### src/rtl/brick_pkg.sv
// Shared definitions for the brick map engine: map-port function codes,
// default grid geometry and the brick kind width.
package brick_pkg;

  localparam int DEF_ROWS = 24;
  localparam int DEF_COLS = 32;
  localparam int KIND_W   = 3;
  localparam int ADDR_W   = 7;
  localparam int SCORE_W  = 16;
  localparam int REM_W    = 10;

  typedef enum logic [1:0] {
    BLK_CLEAR = 2'b00,
    BLK_LOAD  = 2'b01,
    BLK_DROP  = 2'b10,
    BLK_PULL  = 2'b11
  } blk_func_e;

  typedef logic [KIND_W-1:0] kind_t;

  // Score accumulation clamps at all-ones instead of wrapping.
  function automatic logic [SCORE_W-1:0] sat_add_score(input logic [SCORE_W-1:0] a,
                                                       input kind_t            b);
    logic [SCORE_W:0] s;
    s = {1'b0, a} + {{(SCORE_W+1-KIND_W){1'b0}}, b};
    return s[SCORE_W] ? {SCORE_W{1'b1}} : s[SCORE_W-1:0];
  endfunction

endpackage

### src/rtl/brick_cursor.sv
// Row/column walk used by the level fill: clear to (0,0), advance column-first
// with wrap into the next row, hold when not advancing.
module brick_cursor
  import brick_pkg::*;
#(
  parameter int COLS     = DEF_COLS,
  parameter int LAST_ROW = 7
) (
  input  logic              clk,
  input  logic              rst_n,
  input  logic              clr_i,
  input  logic              adv_i,
  output logic [ADDR_W-1:0] row_o,
  output logic [ADDR_W-1:0] col_o,
  output logic              last_o
);

  logic [ADDR_W-1:0] row_q, row_d;
  logic [ADDR_W-1:0] col_q, col_d;
  logic              col_wrap;

  assign col_wrap = (col_q == ADDR_W'(COLS - 1));

  always_comb begin
    row_d = row_q;
    col_d = col_q;
    if (clr_i) begin
      row_d = '0;
      col_d = '0;
    end else if (adv_i) begin
      if (col_wrap) begin
        col_d = '0;
        row_d = row_q + ADDR_W'(1);
      end else begin
        col_d = col_q + ADDR_W'(1);
      end
    end
  end

  always_ff @(posedge clk or negedge rst_n) begin
    if (!rst_n) begin
      row_q <= '0;
      col_q <= '0;
    end else begin
      row_q <= row_d;
      col_q <= col_d;
    end
  end

  assign row_o  = row_q;
  assign col_o  = col_q;
  assign last_o = col_wrap && (row_q == ADDR_W'(LAST_ROW));

endmodule

### src/rtl/brick_hit_engine.sv
// Brick map engine: level fill and single-cell hit query/clear over a
// brick-map master port. Define BRICK_HARDNESS_EN to make kind-7 bricks
// degrade to kind 6 on a hit instead of being cleared.
module brick_hit_engine
  import brick_pkg::*;
#(
  parameter int ROWS      = DEF_ROWS,
  parameter int COLS      = DEF_COLS,
  parameter int FILL_ROWS = 8
) (
  input  logic               clk,
  input  logic               rst_n,
  input  logic               fill_start_i,
  input  logic               hit_req_i,
  input  logic [ADDR_W-1:0]  hit_row_i,
  input  logic [ADDR_W-1:0]  hit_col_i,
  output logic               hit_done_o,
  output logic [KIND_W-1:0]  hit_kind_o,
  output logic [SCORE_W-1:0] score_o,
  output logic [REM_W-1:0]   remaining_o,
  output logic               busy_o,
  output logic               blk_enable_o,
  output logic [1:0]         blk_func_o,
  output logic [ADDR_W-1:0]  blk_row_o,
  output logic [ADDR_W-1:0]  blk_col_o,
  output logic [KIND_W-1:0]  blk_in_o,
  input  logic [KIND_W-1:0]  blk_out_i,
  input  logic               blk_busy_i
);

  typedef enum logic [2:0] {
    S_IDLE,
    S_FILL,
    S_HIT_RD,
    S_HIT_WAIT,
    S_HIT_WR,
    S_DONE
  } state_e;

  state_e             state_q;
  logic [ADDR_W-1:0]  hrow_q, hcol_q;
  kind_t              kind_q;
  logic [SCORE_W-1:0] score_q;
  logic [REM_W-1:0]   rem_q;

  logic [ADDR_W-1:0]  cur_row, cur_col, row_mod;
  logic               cur_last, cur_clr;
  logic               fill_go, wr_go, in_range, hard_hit;
  kind_t              fill_kind;

  assign fill_go  = (state_q == S_FILL)   && !blk_busy_i;
  assign wr_go    = (state_q == S_HIT_WR) && !blk_busy_i;
  assign cur_clr  = (state_q == S_IDLE)   && fill_start_i;
  assign in_range = (hit_row_i < ADDR_W'(ROWS)) && (hit_col_i < ADDR_W'(COLS));

`ifdef BRICK_HARDNESS_EN
  assign hard_hit = (kind_q == KIND_W'(7));
`else
  assign hard_hit = 1'b0;
`endif

  brick_cursor #(
    .COLS     (COLS),
    .LAST_ROW (FILL_ROWS - 1)
  ) u_cursor (
    .clk    (clk),
    .rst_n  (rst_n),
    .clr_i  (cur_clr),
    .adv_i  (fill_go),
    .row_o  (cur_row),
    .col_o  (cur_col),
    .last_o (cur_last)
  );

  // Fill pattern cycles kinds 1..7 down the rows.
  assign row_mod   = cur_row % ADDR_W'(7);
  assign fill_kind = KIND_W'(row_mod + ADDR_W'(1));

  always_ff @(posedge clk or negedge rst_n) begin
    if (!rst_n) begin
      state_q <= S_IDLE;
      hrow_q  <= '0;
      hcol_q  <= '0;
      kind_q  <= '0;
      score_q <= '0;
      rem_q   <= '0;
    end else begin
      case (state_q)
        S_IDLE: begin
          if (fill_start_i) begin
            rem_q   <= '0;
            state_q <= S_FILL;
          end else if (hit_req_i) begin
            hrow_q  <= hit_row_i;
            hcol_q  <= hit_col_i;
            kind_q  <= '0;
            state_q <= in_range ? S_HIT_RD : S_DONE;
          end
        end
        S_FILL: begin
          if (!blk_busy_i) begin
            rem_q <= rem_q + REM_W'(1);
            if (cur_last) state_q <= S_IDLE;
          end
        end
        S_HIT_RD:   state_q <= S_HIT_WAIT;
        S_HIT_WAIT: begin
          kind_q  <= blk_out_i;
          state_q <= (blk_out_i == '0) ? S_DONE : S_HIT_WR;
        end
        S_HIT_WR: begin
          if (!blk_busy_i) begin
            score_q <= sat_add_score(score_q, kind_q);
            if (!hard_hit && rem_q != '0) rem_q <= rem_q - REM_W'(1);
            state_q <= S_DONE;
          end
        end
        S_DONE:  state_q <= S_IDLE;
        default: state_q <= S_IDLE;
      endcase
    end
  end

  // Map port is decoded straight from state flops so blk_busy can gate it in-cycle.
  always_comb begin
    blk_func_o = BLK_CLEAR;
    blk_in_o   = '0;
    blk_row_o  = hrow_q;
    blk_col_o  = hcol_q;
    if (state_q == S_FILL) begin
      blk_func_o = BLK_LOAD;
      blk_in_o   = fill_kind;
      blk_row_o  = cur_row;
      blk_col_o  = cur_col;
    end else if (state_q == S_HIT_WR && hard_hit) begin
      blk_func_o = BLK_LOAD;
      blk_in_o   = KIND_W'(6);
    end
  end

  assign blk_enable_o = fill_go || wr_go;
  assign busy_o       = (state_q != S_IDLE);
  assign hit_done_o   = (state_q == S_DONE);
  assign hit_kind_o   = kind_q;
  assign score_o      = score_q;
  assign remaining_o  = rem_q;

endmodule

### config.mk
export PLATFORM = sky130hd
export DESIGN_NAME = brick_hit_engine
export DESIGN_NICKNAME = d
export VERILOG_FILES = /design/src/rtl/brick_pkg.sv /design/src/rtl/brick_cursor.sv /design/src/rtl/brick_hit_engine.sv
export SDC_FILE = /design/constraint.sdc
export NUM_CORES = 1
export LEC_CHECK = 0
export ABC_CLOCK_PERIOD_IN_PS = 7300
export BUFFER_PORTS_ARGS = -buffer_cell sky130_fd_sc_hd__buf_2
export CORE_UTILIZATION = 29
export CTS_CLUSTER_SIZE = 25
export DETAILED_ROUTE_END_ITERATION = 6
export SLEW_MARGIN = 20
export SYNTH_ARGS = -nofsm -noshare
export SYNTH_HDL_FRONTEND = slang
export SYNTH_HIERARCHICAL = 1
export SYNTH_SLANG_ARGS = --single-unit
### constraint.sdc
create_clock -name clk -period 7.3 [get_ports clk]
set_clock_uncertainty 0.15 [all_clocks]
set_input_delay 0.73 -clock clk [delete_from_list [all_inputs] [get_ports clk]]
set_output_delay 0.73 -clock clk [all_outputs]
set_load 0.005 [all_outputs]
==> impl_metrics.py, run 1 <==
metrics = {
    "layout": {
        "drive_gt1_frac": 0.236,
        "fillers": 1430,
        "nets": 568,
        "syn_to_final_growth_pct": 18.8,
        "final_common_cell": "nand2_1",
        "final_cell_mix": "91 x nand2_1, 71 x buf_2, 60 x dfrtp_1, 23 x nor2_1, 21 x o21ai_0",
        "diodes": 0,
    },
    "global_route": {
        "overflow": 0,
        "grt_start_max_net_pins": 61,
        "grt_usage": 0.148,
        "antenna_found_initial": 0,
        "grt_pass1_vias": 3564,
        "grt_pass1_wl_um": 17200,
    },
    "floorplanning": {
        "row_count": 43,
        "dieHeight_um": 122,
        "core_area_um2": 13900,
        "die_w_um": 122,
        "dieArea_um2": 14900,
        "io_pins": 73,
        "floorplan.initialDensity": 0.299,
    },
    "synth": {
        "ys_ff_latch": 60,
        "synth-seq-area-share": 0.360,
        "async_flop_share": 1.00,
        "synth_edf_count": 0,
        "syn_area_per_cell_um2": 8.87,
        "ys_warn_count": 6,
        "ys.flop_type": "dfrtp_1",
        "yosysUniqueCellTypes": 68,
        "synth.net_count": 510,
        "syn_inst": 470,
        "synth.cell_area_um2": 4170,
    },
    "sta": {
        "fin_tns_setup_ns": 0,
        "slew_viol_final": 0,
        "post-route-min-period_ns": 4.54,
        "setup_ws_ns": 2.76,
        "rsz0062_at_grt": "no",
        "min_period_over_period": 0.622,
        "tightestPinTransition_ns": 1.05,
        "setup_viol": 0,
        "clock.fmax_mhz": 220,
        "finalHoldViolations": 0,
        "slew_headroom": 0.295,
    },
    "worst_setup_path": {
        "critPathKind": "flop to output pin",
        "cp.required_ns": 6.42,
        "reg2reg_slack_ns": 4.23,
        "cp-end-kind": "output pin",
        "timing.rr.start": "state_q[2]$_DFFE_PN0P_",
        "crit_fanout": 15,
        "critPathLaunchType": "flop",
        "arrival_ns": 3.66,
        "regToRegEndpoint": "u_cursor/row_o[3]$_DFFE_PN0P_",
        "worstSetupStartpoint": "u_cursor/row_o[6]$_DFFE_PN0P_",
        "r2r_cells": 6,
        "cp-endpoint": "blk_in_o[2]",
    },
    "route": {
        "drc": 0,
        "firstDrtPassIters": 7,
        "drtAntennaViolNets": 0,
        "post_drt_wl_per_cell_um": 14.9,
        "vias_per_cell": 5.11,
        "vias": 3643,
        "wl_um": 10600,
        "drtIter0Drc": 158,
    },
    "clock_network": {
        "clock_path_buffers": 2,
        "cts_max_level": 3,
        "ctsHoldBuffers": 0,
        "root_buffer": "clkbuf_16",
        "cts_post_setup_buffers_inserted": 0,
        "numCtsBuffers": 9,
        "post_cts_resize_count": 0,
        "clk_pin_slew_worst_paths_ns": 0.05,
        "cts.sinks": 60,
        "cts_tree": "done",
        "clk_latency_ns": 0.33,
    },
    "power": {
        "peakVddDrop_mv": 0.139,
        "powerDensity_nw_per_um2": 275,
        "finalPower_mw": 1.36,
        "p_leak_nw": 2.41,
    },
    "hold_path": {
        "hold_path_class": "flop to flop",
    },
    "place": {
        "place_ws_ns": 3.13,
        "place_congestion": 0.768,
        "port_buffers": 71,
        "dpl.hpwl_um": 7460,
    },
    "run_status": {
        "run_status": "finished clean",
    },
    "job": {
        "max-cap-violations": 0,
    },
}
## metrics by stage
stage                     hold slack (ns)  cells  instance area [µm²]  utilization
after global placement              0.340    697                 4610        0.331
after CTS                           0.357    713                 4950        0.355
after floorplan                     0.284    470                 4170            -
after global routing                0.374    713                 4950        0.355
after detailed placement            0.346    697                 4610        0.331
final                               0.358    713                 4950        0.355
## where the power goes
part / switching [mW] / leakage (nW) / total (mW) / internal (mW)
clock network: 0.155 / 0.169 / 0.480 / 0.325
registers: 0.0942 / 0.782 / 0.511 / 0.416
logic: 0.178 / 1.46 / 0.371 / 0.193
total: 0.427 / 2.41 / 1.36 / 0.935
## per-layer routing
metal / global-route usage / vias up / wire, µm
met4: 0.0332 / 0 / 76
met1: 0.180 / 1762 / 4820
li1: - / 1779 / -
met2: 0.250 / 95 / 5130
met3: 0.0510 / 7 / 577
met5: 0 / - / 0
## synthesized netlist by cell type, types with 7 or more instances
master     n  area, µm²
nand2_1   91        342
dfrtp_1   60       1500
nor2_1    23       86.3
o21ai_0   21        105
a21oi_1   20        100
inv_1     19       71.3
ha_1      16        200
nand3_1   16       80.1
mux2_2    13        146
o31ai_1   12       90.1
xor2_1    12        105
buf_2     11       55.1
xnor2_1    9       78.8
clkbuf_1   8       30.0
nand2b_1   8       50.1
nor2b_1    8       50.1
a21o_1     7       52.6
mux2_4     7        105
nand4_1    7       43.8
## how the worst min path moves through the flow
stage	cells after the start	end	startpoint	slack, ns
after floorplan	0	hcol_q[0]$_DFFE_PN0P_	rst_n	0.28
final	1	hrow_q[3]$_DFFE_PN0P_	hrow_q[3]$_DFFE_PN0P_	0.36
after CTS	1	hrow_q[0]$_DFFE_PN0P_	hrow_q[0]$_DFFE_PN0P_	0.36
after global placement	1	hcol_q[4]$_DFFE_PN0P_	hcol_q[4]$_DFFE_PN0P_	0.34
after detailed placement	1	hrow_q[0]$_DFFE_PN0P_	hrow_q[0]$_DFFE_PN0P_	0.35
after global routing	1	hrow_q[3]$_DFFE_PN0P_	hrow_q[3]$_DFFE_PN0P_	0.37
## critical path, stage by stage, from the launching register on
cell,delay [ns]
dfrtp_1,0.62
nand2_1,0.17
or3_1,0.34
o21ai_0,0.09
a22o_1,0.16
ha_1,0.18
nor2b_1,0.17
nor2_1,0.06
a2bb2oi_1,0.15
o2bb2ai_2,0.18
o21a_1,0.14
o22a_1,0.18
ha_1,0.23
nand3b_1,0.16
or3_1,0.32
nand3_1,0.07
buf_2,0.11
## cells by family after synthesis
family,share of synthesized area
AO/OA/AOI/OAI,0.164
XOR/XNOR,0.0441
adder cells (fa/ha/maj),0.0627
buffers and inverters,0.0510
flip-flops,0.360
multiplexers,0.0699
other,0.000900
AND/OR/NAND/NOR,0.247
## area by class of cell
type	instances	area, µm²	area share
multi-input combinational	366	2450	0.496
sequential	60	1500	0.303
timing repair buffer	72	363	0.0733
clock buffer	12	267	0.0538
tap	180	225	0.0455
inverter	19	71.3	0.0144
clock inverter	4	70.1	0.0142
## state kept, by name (all words and copies together) (netlist names)
register / cells
u_cursor/col_o: 7
hit_kind_o: 3
state_q: 3
score_o: 16
u_cursor/row_o: 7
hrow_q: 7
remaining_o: 10
hcol_q: 7
(Power assumes the default switching activity.)
==> inputs of run 2 (changes only) <==
--- a/config.mk
+++ b/config.mk
@@ -5,7 +5,8 @@
 export SDC_FILE = /design/constraint.sdc
 export NUM_CORES = 1
 export LEC_CHECK = 0
-export ABC_CLOCK_PERIOD_IN_PS = 7300
+export ABC_AREA = 1
+export ABC_CLOCK_PERIOD_IN_PS = 4600
 export BUFFER_PORTS_ARGS = -buffer_cell sky130_fd_sc_hd__buf_2
 export CORE_UTILIZATION = 29
 export CTS_CLUSTER_SIZE = 25
==> constraint.sdc (replaced) <==
create_clock -name clk -period 4.6 [get_ports clk]
set_clock_uncertainty 0.15 [all_clocks]
set_input_delay 0.46 -clock clk [delete_from_list [all_inputs] [get_ports clk]]
set_output_delay 0.46 -clock clk [all_outputs]
set_load 0.005 [all_outputs]
==> run 2 against run 1 <==
- the flow now finishes with violations (design-rule violations)
- design area fell by 2.8%
- first-iteration DRC count rose by 11%
- sequential power is 36% higher
- clock power increased by 58%
==> impl_metrics.py, run 2 <==
metrics = {
    "worst_setup_path": {
        "regToRegEndpoint": "remaining_o[6]$_DFFE_PN0P_",
        "cp.required_ns": 3.99,
        "worstPathCellList": "nand2_1, nand2_2, nand4_2, nand2_2, nand3_1, nand2_2, nor2_4, ha_1, inv_1, a21oi_4, nand2_1, nand3_2, xor2_1, ha_1, inv_1, nor2_1, buf_2",
        "max_stage_delay_ns": 0.54,
        "crit_slowest_cell": "dfrtp_1",
        "critPathKind": "flop to output pin",
        "critPathLaunchType": "flop",
        "arrival_ns": 3.12,
        "crit_fanout": 11,
        "r2r_cells": 13,
        "cp-end-kind": "output pin",
        "reg2reg_slack_ns": 1.70,
        "crit_top_cell": "nand2_2",
        "timing.rr.start": "state_q[0]$_DFFE_PN0P_",
    },
    "route": {
        "post_drt_wl_per_cell_um": 12.9,
        "wl_met2_um": 4740,
        "wl_met1_um": 4620,
        "drtIter0Drc": 176,
        "vias": 3673,
        "vias_per_cell": 4.75,
        "routed.top_layer": "met5",
        "firstDrtPassIters": 7,
        "met3_length_um": 406,
        "wl_um": 9950,
        "drtAntennaViolNets": 0,
        "drc": 2,
    },
    "synth": {
        "synth.cell_area_um2": 3920,
        "synth_compound_area_frac": 0.0979,
        "synth.net_count": 555,
        "ys_ff_latch": 60,
        "synth.top_cells.by_count": "134 x nand2_1, 61 x inv_1, 60 x dfrtp_1",
        "synth_top_family_by_area": "simple AND/OR/NAND/NOR gates",
        "ys.flop_type": "dfrtp_1",
        "synth_most_common_cell": "nand2_1",
        "synth-xor-area-share": 0.0268,
        "syn_inst": 515,
        "synth_top_area_cell": "dfrtp_1",
        "yosysUniqueCellTypes": 43,
        "synth_fa_ha_area_frac": 0.0612,
        "synth-seq-area-share": 0.383,
        "yosys.area_share.simple": 0.325,
        "netlist.area_leader.share": 0.383,
        "syn_area_per_cell_um2": 7.62,
        "synthMuxAreaShare": 0.0287,
        "async_flop_share": 1.00,
        "yosys-top-cells-area": "dfrtp_1 38%, nand2_1 13%, inv_1 5.8%",
        "synth_edf_count": 0,
        "ys_warn_count": 6,
    },
    "clock_network": {
        "clk_pin_slew_worst_paths_ns": 0.05,
        "cts_tree": "done",
        "post_cts_resize_count": 0,
        "ctsHoldBuffers": 0,
        "root_buffer": "clkbuf_16",
        "clock_path_buffers": 2,
        "clk_latency_ns": 0.33,
        "cts.sinks": 60,
        "cts_post_setup_buffers_inserted": 0,
        "cts_max_level": 3,
        "numCtsBuffers": 9,
    },
    "global_route": {
        "grt_pass1_vias": 3476,
        "grt_pass1_wl_um": 16700,
        "grt_start_max_net_pins": 38,
        "overflow": 0,
        "grt_usage": 0.151,
        "antenna_found_initial": 1,
    },
    "layout": {
        "syn_to_final_growth_pct": 22.6,
        "final_common_cell": "nand2_1",
        "final_cell_mix": "134 x nand2_1, 71 x buf_2, 61 x inv_1, 60 x dfrtp_1, 41 x nand3_1",
        "nets": 632,
        "utilization": 0.363,
        "diodes": 0,
        "fillers": 1393,
        "largest_reg_flops": 16,
        "drive_gt1_frac": 0.235,
    },
    "sta": {
        "slew_headroom": 0.402,
        "finalHoldViolations": 0,
        "fin_hold_ws_ns": 0.114,
        "fin_tns_setup_ns": 0,
        "post-route-min-period_ns": 3.73,
        "setup_ws_ns": 0.872,
        "min_period_over_period": 0.810,
        "tightestPinTransition_ns": 0.898,
        "setup_viol": 0,
        "slew_viol_final": 0,
        "clock.fmax_mhz": 268,
        "rsz0062_at_grt": "no",
    },
    "place": {
        "dpl.hpwl_um": 7480,
        "place_ws_ns": 1.22,
        "port_buffers": 71,
        "place_congestion": 0.862,
    },
    "job": {
        "max-cap-violations": 0,
    },
    "power": {
        "p_leak_nw": 2.51,
        "finalPower_mw": 1.93,
        "powerDensity_nw_per_um2": 401,
        "peakVddDrop_mv": 0.266,
    },
    "floorplanning": {
        "die_w_um": 118,
        "dieArea_um2": 14000,
        "dieHeight_um": 118,
        "core_area_um2": 13200,
        "floorplan.initialDensity": 0.296,
        "io_pins": 73,
        "row_count": 42,
    },
    "run_status": {
        "violations": "design-rule violations",
        "run_status": "complete, but fails checks",
    },
    "hold_path": {
        "hold_path_class": "input port to asynchronous set/reset pin",
    },
}
-- run 2: through the flow --
step	std cells	area [µm²]
final	773	4810
after global routing	773	4810
after CTS	773	4810
after detailed placement	757	4470
after global placement	757	4470
after floorplan	515	3920
-- run 2: how the worst max path moves through the flow --
stage	startpoint	to	slack (ns)	cells past startpoint
after floorplan	u_cursor/row_o[4]$_DFFE_PN0P_	blk_in_o[2]	1.63	18
after global routing	u_cursor/row_o[4]$_DFFE_PN0P_	blk_in_o[2]	0.61	19
after detailed placement	u_cursor/row_o[4]$_DFFE_PN0P_	blk_in_o[1]	1.22	17
after CTS	u_cursor/row_o[4]$_DFFE_PN0P_	blk_in_o[1]	0.86	17
final	u_cursor/row_o[4]$_DFFE_PN0P_	blk_in_o[1]	0.87	17
after global placement	u_cursor/row_o[4]$_DFFE_PN0P_	blk_in_o[1]	1.38	17
-- run 2: critical path: cells and delay by family (launching register included) --
family	cells	cell delay (ns)
and+or+nand+nor	10	1.04
DFF	1	0.54
adders and majority gates	2	0.53
buffers and inverters	3	0.27
xor gates and xnor gates	1	0.20
AOI/OAI and AO/OA	1	0.19
-- run 2: final cells by class --
cell class / instances / area (µm²) / share of cell area
repair buffers: 73 / 370 / 0.0770
flip-flops and latches: 60 / 1500 / 0.312
multi-input cells: 378 / 2120 / 0.441
clock buffers: 12 / 267 / 0.0554
inverters: 70 / 263 / 0.0546
clock inverters: 4 / 70.1 / 0.0146
well taps: 176 / 220 / 0.0458
-- run 2: logic make-up after synthesis --
family,count (synthesis)
AND/OR/NAND/NOR,271
buffers and inverters,77
AO/OA/AOI/OAI,66
flip-flops,60
adder cells (fa/ha/maj),18
XOR/XNOR,12
multiplexers,10
other,1
-- run 2: per-layer routing --
| metal | up-vias | GRT usage |
|---|---|---|
| met5 | - | 0 |
| met4 | 2 | 0.0545 |
| met3 | 15 | 0.0304 |
| met2 | 103 | 0.251 |
| met1 | 1703 | 0.192 |
| li1 | 1850 | - |
-- run 2: where the power goes --
| group | leakage [nW] | internal, mW | switching (mW) | total, mW |
|---|---|---|---|---|
| registers | 0.765 | 0.601 | 0.0944 | 0.696 |
| clock network | 0.169 | 0.516 | 0.240 | 0.756 |
| logic | 1.57 | 0.203 | 0.273 | 0.476 |
| total | 2.51 | 1.32 | 0.607 | 1.93 |
